File: config.mk
export PLATFORM = sky130hd
export DESIGN_NAME = ub_stream_fifo
export DESIGN_NICKNAME = d
export VERILOG_FILES = /design/src/rtl/tpu_pkg.sv /design/src/rtl/ub_lane_fifo.sv /design/src/rtl/ub_stream_fifo.sv
export SDC_FILE = /design/constraint.sdc
export NUM_CORES = 1
export LEC_CHECK = 0
export ABC_AREA = 1
export BUFFER_PORTS_ARGS = -buffer_cell sky130_fd_sc_hd__buf_2
export CORE_MARGIN = 5
export CORE_UTILIZATION = 33
export CTS_CLUSTER_SIZE = 24
export DETAILED_ROUTE_END_ITERATION = 8
export PLACE_DENSITY = 0.5
export SKIP_CTS_REPAIR_TIMING = 1
export SLEW_MARGIN = 10
export SYNTH_ARGS = -nofsm -noshare
export SYNTH_HDL_FRONTEND = slang
export SYNTH_SLANG_ARGS = --single-unit
File: constraint.sdc
create_clock -name clk -period 6.4 [get_ports clk]
set_input_delay 0.64 -clock clk [delete_from_list [all_inputs] [get_ports clk]]
set_output_delay 0.64 -clock clk [all_outputs]
set_load 0.005 [all_outputs]
File: src/rtl/tpu_pkg.sv
// rtl/tpu_pkg.sv - shared constants and helpers for the unified-buffer stream path
package tpu_pkg;

    localparam int UB_DATA_WIDTH = 16;

    // Width needed to hold an occupancy value from 0 up to and including depth.
    function automatic int count_width(input int depth);
        return $clog2(depth + 1);
    endfunction

endpackage

File: src/rtl/ub_lane_fifo.sv
// rtl/ub_lane_fifo.sv - single-lane registered-output FIFO with sticky overflow
module ub_lane_fifo
    import tpu_pkg::*;
#(
    parameter int DATA_WIDTH = UB_DATA_WIDTH,
    parameter int FIFO_DEPTH = 8,
    parameter int HOLD_LEVEL = 6
) (
    input  logic                                 clk,
    input  logic                                 rst,
    input  logic                                 flush,
    input  logic                                 push,
    input  logic [DATA_WIDTH-1:0]                push_data,
    input  logic                                 stall,
    output logic [DATA_WIDTH-1:0]                out_data,
    output logic                                 out_valid,
    output logic [count_width(FIFO_DEPTH)-1:0]   count,
    output logic                                 overflow,
    output logic                                 almost_full
);

    localparam int CW = count_width(FIFO_DEPTH);
    localparam int PW = $clog2(FIFO_DEPTH);

    logic [DATA_WIDTH-1:0] mem [FIFO_DEPTH];
    logic [PW-1:0]         wr_ptr;
    logic [PW-1:0]         rd_ptr;
    logic [CW-1:0]         count_q;
    logic [CW-1:0]         count_next;
    logic                  active;
    logic                  full;
    logic                  pop;
    logic                  push_acc;
    logic                  drop;

    // Pointers wrap by explicit compare so non-power-of-two depths work.
    function automatic logic [PW-1:0] ptr_inc(input logic [PW-1:0] p);
        return (p == PW'(FIFO_DEPTH - 1)) ? '0 : p + 1'b1;
    endfunction

    // Decide push/pop for this edge; a full lane still accepts when it also pops.
    always_comb begin
        active     = !rst && !flush;
        full       = (count_q == CW'(FIFO_DEPTH));
        pop        = active && !stall && (count_q != '0);
        push_acc   = active && push && (!full || pop);
        drop       = active && push && full && !pop;
        count_next = count_q;
        if (!active) begin
            count_next = '0;
        end else if (push_acc && !pop) begin
            count_next = count_q + 1'b1;
        end else if (pop && !push_acc) begin
            count_next = count_q - 1'b1;
        end
        almost_full = (int'(count_next) >= HOLD_LEVEL);
    end

    // Storage array; contents are never cleared, only the pointers are.
    always_ff @(posedge clk) begin
        if (push_acc) begin
            mem[wr_ptr] <= push_data;
        end
    end

    // Pointers, occupancy, output register and sticky overflow.
    always_ff @(posedge clk) begin
        if (rst) begin
            wr_ptr    <= '0;
            rd_ptr    <= '0;
            count_q   <= '0;
            out_data  <= '0;
            out_valid <= 1'b0;
            overflow  <= 1'b0;
        end else if (flush) begin
            wr_ptr    <= '0;
            rd_ptr    <= '0;
            count_q   <= '0;
            out_valid <= 1'b0;
            overflow  <= 1'b0;
        end else begin
            if (push_acc) begin
                wr_ptr <= ptr_inc(wr_ptr);
            end
            if (pop) begin
                out_data  <= mem[rd_ptr];
                out_valid <= 1'b1;
                rd_ptr    <= ptr_inc(rd_ptr);
            end else if (!stall) begin
                out_valid <= 1'b0;
            end
            count_q <= count_next;
            if (drop) begin
                overflow <= 1'b1;
            end
        end
    end

    assign count = count_q;

endmodule

File: src/rtl/ub_stream_fifo.sv
// rtl/ub_stream_fifo.sv - two-lane stagger-preserving FIFO between unified buffer and systolic array
module ub_stream_fifo
    import tpu_pkg::*;
#(
    parameter int DATA_WIDTH    = UB_DATA_WIDTH,
    parameter int FIFO_DEPTH    = 8,
    parameter int HOLD_HEADROOM = 2
) (
    input  logic                                 clk,
    input  logic                                 rst,
    input  logic [DATA_WIDTH-1:0]                fifo_data_1_in,
    input  logic [DATA_WIDTH-1:0]                fifo_data_2_in,
    input  logic                                 fifo_valid_1_in,
    input  logic                                 fifo_valid_2_in,
    input  logic                                 fifo_stall_in,
    input  logic                                 fifo_flush_in,
    output logic [DATA_WIDTH-1:0]                fifo_data_1_out,
    output logic [DATA_WIDTH-1:0]                fifo_data_2_out,
    output logic                                 fifo_valid_1_out,
    output logic                                 fifo_valid_2_out,
    output logic                                 fifo_hold_out,
    output logic                                 fifo_overflow_out,
    output logic [count_width(FIFO_DEPTH)-1:0]   fifo_count_1_out,
    output logic [count_width(FIFO_DEPTH)-1:0]   fifo_count_2_out
);

    localparam int HOLD_LEVEL = FIFO_DEPTH - HOLD_HEADROOM;

    logic almost_full_1;
    logic almost_full_2;
    logic overflow_1;
    logic overflow_2;
    logic hold_q;

    ub_lane_fifo #(
        .DATA_WIDTH (DATA_WIDTH),
        .FIFO_DEPTH (FIFO_DEPTH),
        .HOLD_LEVEL (HOLD_LEVEL)
    ) u_lane_1 (
        .clk         (clk),
        .rst         (rst),
        .flush       (fifo_flush_in),
        .push        (fifo_valid_1_in),
        .push_data   (fifo_data_1_in),
        .stall       (fifo_stall_in),
        .out_data    (fifo_data_1_out),
        .out_valid   (fifo_valid_1_out),
        .count       (fifo_count_1_out),
        .overflow    (overflow_1),
        .almost_full (almost_full_1)
    );

    ub_lane_fifo #(
        .DATA_WIDTH (DATA_WIDTH),
        .FIFO_DEPTH (FIFO_DEPTH),
        .HOLD_LEVEL (HOLD_LEVEL)
    ) u_lane_2 (
        .clk         (clk),
        .rst         (rst),
        .flush       (fifo_flush_in),
        .push        (fifo_valid_2_in),
        .push_data   (fifo_data_2_in),
        .stall       (fifo_stall_in),
        .out_data    (fifo_data_2_out),
        .out_valid   (fifo_valid_2_out),
        .count       (fifo_count_2_out),
        .overflow    (overflow_2),
        .almost_full (almost_full_2)
    );

    // Hold is registered from next-cycle occupancy so the sequencer sees it on time.
    always_ff @(posedge clk) begin
        if (rst || fifo_flush_in) begin
            hold_q <= 1'b0;
        end else begin
            hold_q <= almost_full_1 || almost_full_2;
        end
    end

    assign fifo_hold_out     = hold_q;
    assign fifo_overflow_out = overflow_1 || overflow_2;

endmodule

==> flow_summary_export.csv, run 1 <==
group,metric,value,unit
status,status,"finished, final reports clean",
synthesis,yosysWarnings,0,
synthesis,synth_cell_types,35,
power_and_ir_drop,p_sw_share,20.4,%
floorplan,core-area,0.0375,mm2
critical_path,critPathCaptureType,"register",
power_and_ir_drop,seqPwrFrac,49.8,%
critical_path,critical_path_class,"register to register",
floorplan,rows,71,
critical_path,arrival,2.99,ns
sta,final-max-slew-violation-count,0,
floorplan,die-area,0.0419,mm2
synthesis,synth_area_per_cell,11.8,um2
power_and_ir_drop,p_leak,0.00514,uW
cts,clkSinkCount,313,
worst_hold_path,hp-class,"input port to register",
global_routing,antenna_found_initial,0,
layout,final_cells,1674,
floorplan,initial_core_util,33.3,%
sta,rsz0062_at_grt,"no",
layout,n_antenna_cell,0,
routing,avgViaCountPerCell,4.76,
synthesis,syn_inst,1057,
synthesis,synth_area,0.0125,mm2
power_and_ir_drop,power.total,4460,uW
sta,tightest_slew,1.14,ns
power_and_ir_drop,clockPowerShare,47.4,%
place,dp_cells,1606,
sta,holdWs,0.389,ns
critical_path,worst_ep_required_time,6.61,ns
routing,antenna_left,0,
global_routing,grt_max_degree,69,
critical_path,r2r-start,"u_lane_2.count[0]",
place,hpwl,16500,um
synthesis,ys_seq_area_share,70.7,%
sta,max-slew-margin-rel,23.9,%
cts,clkTransAtPathRegs,0.06,ns
synthesis,synth_top_cell_area_share,61.5,%
place,gp_congestion,0.804,
cts,cts_buffers,37,
routing,vias,7972,
worst_hold_path,hold_path_startpoint,"fifo_data_1_in[0]",
floorplan,die_w,205,um
floorplan,die_h,205,um
place,port_buffers,81,
place,placed_area,0.0134,mm2
floorplan,io_pins,82,
cts,clk_path_buf_depth,3,
sta,period_minus_slack,2.77,ns
layout,n_fill_cell,3679,
synthesis,synth_seq_cells,313,
critical_path,cp_max_fo,9,
power_and_ir_drop,ir_drop,0.182,mV
cts,cts_tree,"done",
power_and_ir_drop,internal_power,3550,uW
run,cap_violations,0,
sta,hold_viol,0,
global_routing,grt_usage,14.0,%
routing,post_drt_wl_per_cell,17.6,um
cts,htreeDepth,2,
synthesis,synth_area_leaders,"edfxtp_1 62%, dfxtp_1 9.1%, nor2_1 6.9%",
sta,fmax,0.361,GHz
power_and_ir_drop,comb_power_share,2.7,%
critical_path,start_kind,"register",
sta,finalCritPeriodShare,43.3,%
synthesis,synth_edf_count,256,
routing,drt_iter0_markers,376,
critical_path,crit_start,"u_lane_2.count[0]",
cts,clockRootBuffer,"clkbuf_16",
global_routing,grt_pass1_wl,45800,um
synthesis,synth_top_area_cell,"edfxtp_1",
power_and_ir_drop,cellPowerDensity,305,mW/mm2
layout,drive_gt1_share,16.7,%
routing,wl,29400,um
synthesis,synth_flop_cell,"edfxtp_1",
sta,fin_setup_tns,0,ns
synthesis,synthArstFlopShare,0,%
critical_path,worst-r2r-setup-slack,3.63,ns
cts,insertion_delay,0.52,ns
routing,drc,0,
synthesis,synth_nets,1107,
global_routing,grt_pass1_vias,7716,
layout,syn_to_final_growth,17.1,%
routing,drt_first_pass_iters,5,
global_routing,grt-ovfl-total,0,
sta,finClkSkew,0.0202,ns
power_and_ir_drop,p_sw,910,uW
sta,setup_viol,0,
layout,layout.nets,1184,
layout,final_area,0.0146,mm2
## synth_stat cells (11+ instances only)
cell type  count
edfxtp_1     256
nor2_1       229
o21ai_0      147
nand2_1       82
o211ai_1      64
dfxtp_1       57
a21oi_1       37
clkbuf_1      34
o21ai_1       24
inv_1         23
nand3_1       21
buf_2         15
ha_1          12
buf_4         11
## per-layer routing
metal  share of wire (%)  vias to the layer above  GRT usage (%)
li1                    -                     3933              -
met1                  45                     3846           18.9
met2                  49                      145           23.5
met3                 3.9                       48           2.36
met4                 2.0                        0           3.76
met5                   0                        -              0
## power by group through the flow
stage / sequential, uW / combinational [uW] / clock (uW)
CTS: 2220 / 125 / 2180
global placement: 2260 / 124 / 0
floorplan: 2260 / 65.4 / 0
detailed placement: 2260 / 125 / 0
finish: 2220 / 122 / 2110
global route: 2220 / 139 / 2270
## placed cells by master, fill, tap and decap left out, types with 2 or more instances in the layout
cell        synthesis  routed
inv_2               9       9
nor2_2              5      11
clkinvlp_4          0       3
xnor2_1             2       2
nand2_4             3       3
clkbuf_8            0       2
clkinv_2            0       7
xor2_1              2       2
edfxtp_1          256     256
dfxtp_1            57      53
a21oi_1            37      37
bufinv_16           0       4
clkbuf_1           34       7
clkbuf_16           0      39
o31ai_1             2       2
dfxtp_2             0       4
clkinv_1            0       5
ha_1               12      12
nand3_2             3       3
buf_2              15      81
buf_4              11      19
nor2_1            229     223
or2_1               2       2
inv_1              23      23
o211ai_1           64      64
nand3_1            21      21
nand2_1            82      82
o21ai_2             2       2
o21ai_0           147     147
nand4_1             3       3
o21ai_1            24      24
## flip-flops by register name, summed over array words and instances (netlist names), 4 cells and up
name and flops:
u_lane_1.count 4, u_lane_1.mem 128, u_lane_1.out_data 16, u_lane_2.count 4, u_lane_2.mem 128, u_lane_2.out_data 16
## kinds of logic after synthesis
family / after synthesis / share of synthesized area, %
xor gates and xnor gates: 4 / 0.280
buffers and inverters: 95 / 3.47
adders and majority gates: 12 / 1.20
and+or+nand+nor: 353 / 11.7
AOI/OAI and AO/OA: 280 / 12.7
DFF: 313 / 70.7
## stage by stage
step	utilization (%)	setup WS [ns]
2_1_floorplan	-	3.85
3_3_place_gp	35.7	3.14
3_5_place_dp	35.7	3.12
4_1_cts	39.0	3.58
5_1_grt	39.0	3.47
6_report	39.0	3.63
## worst paths after layout
check                          to  depth (start not counted)
max            u_lane_2.mem[6][9]                          9
min            u_lane_1.mem[2][0]                          1
max reg2reg    u_lane_2.mem[6][9]                          9
min reg2reg  u_lane_1.out_data[9]                          2
## worst max-delay path, stage by stage (launching register included)
cell     delay, ns
dfxtp_1       0.42
inv_1         0.11
ha_1          0.25
inv_1         0.08
nor2_2        0.05
nand2_1       0.14
o21ai_2       0.12
or2_1         0.30
nor2_1        0.65
buf_4         0.34
## final cells by class
class | instances | area [um2] | area share, %
multi-input combinational | 649 | 3250 | 22.2
inverter | 33 | 126 | 0.864
clock buffer | 48 | 1030 | 7.04
timing repair buffer | 100 | 548 | 3.75
clock inverter | 20 | 205 | 1.40
sequential | 313 | 8830 | 60.4
tap | 511 | 639 | 4.37
Note: power is estimated with default switching activity, not from simulation.
==> run 2, diff against run 1 <==
--- a/config.mk
+++ b/config.mk
@@ -5,7 +5,7 @@
 export SDC_FILE = /design/constraint.sdc
 export NUM_CORES = 1
 export LEC_CHECK = 0
-export ABC_AREA = 1
+export ABC_AREA = 0
 export BUFFER_PORTS_ARGS = -buffer_cell sky130_fd_sc_hd__buf_2
 export CORE_MARGIN = 5
 export CORE_UTILIZATION = 33
==> constraint.sdc (replaced) <==
create_clock -name clk -period 2.6 [get_ports clk]
set_input_delay 0.26 -clock clk [delete_from_list [all_inputs] [get_ports clk]]
set_output_delay 0.26 -clock clk [all_outputs]
set_load 0.005 [all_outputs]
==> flow_summary_export.csv, run 2 <==
group,metric,value,unit
layout,most-common-layout-cells,"256 x edfxtp_1, 81 x buf_2, 64 x mux4_2, 55 x dfxtp_1, 49 x nor2_1",
layout,n_antenna_cell,0,
critical_path,cp_cell_sequence,"inv_1 -> ha_1 -> nor2b_1 -> nand3_1 -> nand2_1 -> inv_1 -> nand2_1 -> nor3_2 -> buf_4",
layout,final_util,39.4,%
power_and_ir_drop,p_leak,0.00466,uW
layout,mostFrequentLayoutCell,"edfxtp_1",
sta,period_minus_slack,2.11,ns
synthesis,synth_flop_cell,"edfxtp_1",
critical_path,cp_num_cells,9,
sta,setup_viol,0,
critical_path,crit_buf_inv,3,
critical_path,cp_max_fo,16,
layout,n_fill_cell,3318,
critical_path,worst_ep_required_time,2.78,ns
routing,avgViaCountPerCell,4.96,
critical_path,critPathTopFamily,"simple AND/OR/NAND/NOR gates",
synthesis,synth_top_cells_by_count,"256 x edfxtp_1, 64 x mux4_2, 57 x dfxtp_1",
floorplan,io_pins,82,
power_and_ir_drop,ir_drop,0.362,mV
synthesis,synth_area,0.0120,mm2
global_routing,grt_max_degree,36,
cts,clockRootBuffer,"clkbuf_16",
critical_path,critical_path_class,"register to register",
global_routing,grt_usage,12.6,%
critical_path,worst-r2r-setup-slack,0.49,ns
power_and_ir_drop,power.total,10400,uW
synthesis,synth_seq_cells,313,
synthesis,synth_top_area_cell,"edfxtp_1",
critical_path,arrival,2.29,ns
synthesis,yosysMostFrequentCell,"edfxtp_1",
sta,max-slew-margin-rel,65.4,%
critical_path,ff2ff_path_depth,9,
routing,drt_iter0_markers,443,
critical_path,cp_slowest_stage_delay,0.42,ns
layout,largestRegisters,"u_lane_1.mem x128, u_lane_2.mem x128",
synthesis,synth_area_leaders,"edfxtp_1 64%, mux4_2 12%, dfxtp_1 9.5%",
routing,post_drt_wl_per_cell,20.4,um
synthesis,yosysWarnings,0,
floorplan,die_h,201,um
place,gp_congestion,0.748,
routing,wl,25700,um
cts,htreeDepth,2,
floorplan,die_w,201,um
sta,worst_slack,0.493,ns
layout,final_cells,1264,
place,port_buffers,81,
critical_path,start_kind,"register",
worst_hold_path,hold_path_startpoint,"fifo_data_2_in[5]",
cts,insertion_delay,0.51,ns
cts,clk_path_buf_depth,3,
synthesis,synth_area_per_cell,18.3,um2
synthesis,synthArstFlopShare,0,%
synthesis,ys_seq_area_share,73.4,%
synthesis,synth_cell_types,43,
critical_path,cp_slowest_cell,"dfxtp_1",
routing,antenna_left,0,
power_and_ir_drop,cellPowerDensity,725,mW/mm2
synthesis,synth_edf_count,256,
global_routing,antenna_found_initial,1,
floorplan,core-area,0.0363,mm2
routing,drt_first_pass_iters,5,
sta,final-max-slew-violation-count,0,
synthesis,synth_nets,706,
sta,finalCritPeriodShare,81.0,%
worst_hold_path,hp-class,"input port to register",
cts,clkTransAtPathRegs,0.06,ns
layout,drive_gt1_share,30.9,%
cts,cts_tree,"done",
global_routing,grt_pass1_wl,39300,um
layout,layout.nets,819,
routing,drc,0,
run,cap_violations,0,
synthesis,syn_inst,656,
layout,multi_input_area,0.00307,mm2
synthesis,synth_top_cell_area_share,64.0,%
floorplan,initial_core_util,33.2,%
global_routing,grt-ovfl-total,0,
sta,finClkSkew,0.0150,ns
layout,syn_to_final_growth,18.8,%
worst_hold_path,min_to,"u_lane_2.mem[3][5]",
cts,cts_buffers,35,
floorplan,rows,70,
routing,vias,6264,
status,status,"finished, final reports clean",
critical_path,r2r-start,"u_lane_1.count[0]",
place,preCtsSetupSlack,0.497,ns
sta,fmax,0.475,GHz
place,hpwl,16500,um
global_routing,grt_pass1_vias,6530,
sta,rsz0062_at_grt,"no",
cts,clkSinkCount,313,
sta,tightest_slew,0.519,ns
sta,fin_setup_tns,0,ns
worst_hold_path,hold_depth,1,
floorplan,die-area,0.0403,mm2
critical_path,r2r_end,"u_lane_1.mem[1][14]",
layout,regArea,0.00883,mm2
sta,hold_viol,0,
place,dp_cells,1200,
critical_path,critPathCaptureType,"register",
run 2: per-stage QoR:
stage / hold slack (ns) / instance area [um2]
4_1_cts: 0.00205 / 14300
6_report: 0.0225 / 14300
2_1_floorplan: 0.359 / 12100
3_5_place_dp: 0.445 / 13200
5_1_grt: 0.0117 / 14300
3_3_place_gp: 0.444 / 13200
run 2: logic make-up (layout without fill, tap and decap cells):
group,Yosys count,count (layout),share of synthesized area [%]
buf+inv,43,183,1.63
flops,313,313,73.4
compound gates,58,58,3.41
fa+ha+maj,12,12,1.25
xor+xnor,6,6,0.437
simple gates,127,127,5.07
mux,97,97,14.7
run 2: worst max path at each step:
stage | start | end | slack (ns)
2_1_floorplan | u_lane_1.count[0] | u_lane_1.mem[2][0] | -0.11
3_3_place_gp | u_lane_1.count[0] | u_lane_1.mem[2][12] | 0.58
3_5_place_dp | u_lane_1.count[0] | u_lane_1.mem[4][13] | 0.50
4_1_cts | u_lane_1.count[0] | u_lane_1.mem[0][9] | 0.48
5_1_grt | u_lane_1.count[0] | u_lane_1.mem[6][12] | 0.33
6_report | u_lane_1.count[0] | u_lane_1.mem[1][14] | 0.49
run 2: metal layers:
layer,global-route usage (%),routed length (um)
met4,3.47,571
met2,19.5,11800
met5,0,20
met3,3.41,1630
met1,17.9,11700
run 2: worst register-to-register path, delay by kind of cell, from the launching register on:
family,cells,cell delay (ns)
simple gates,5,0.63
buf+inv,3,0.50
flops,1,0.42
fa+ha+maj,1,0.25
run 2: area by class of cell:
| type | instances | area share, % |
|---|---|---|
| Sequential cell | 313 | 61.9 |
| Clock buffer | 46 | 6.64 |
| Timing Repair Buffer | 111 | 4.77 |
| Multi-Input combinational cell | 300 | 21.5 |
| Tap cell | 468 | 4.10 |
| Inverter | 8 | 0.210 |
| Clock inverter | 18 | 0.947 |
run 2: power breakdown:
part | internal [uW] | leakage (uW) | switching, uW
Clock | 2690 | 0.000531 | 1900
Combinational | 113 | 0.00137 | 188
Sequential | 5450 | 0.00277 | 15.9
Total | 8250 | 0.00466 | 2100
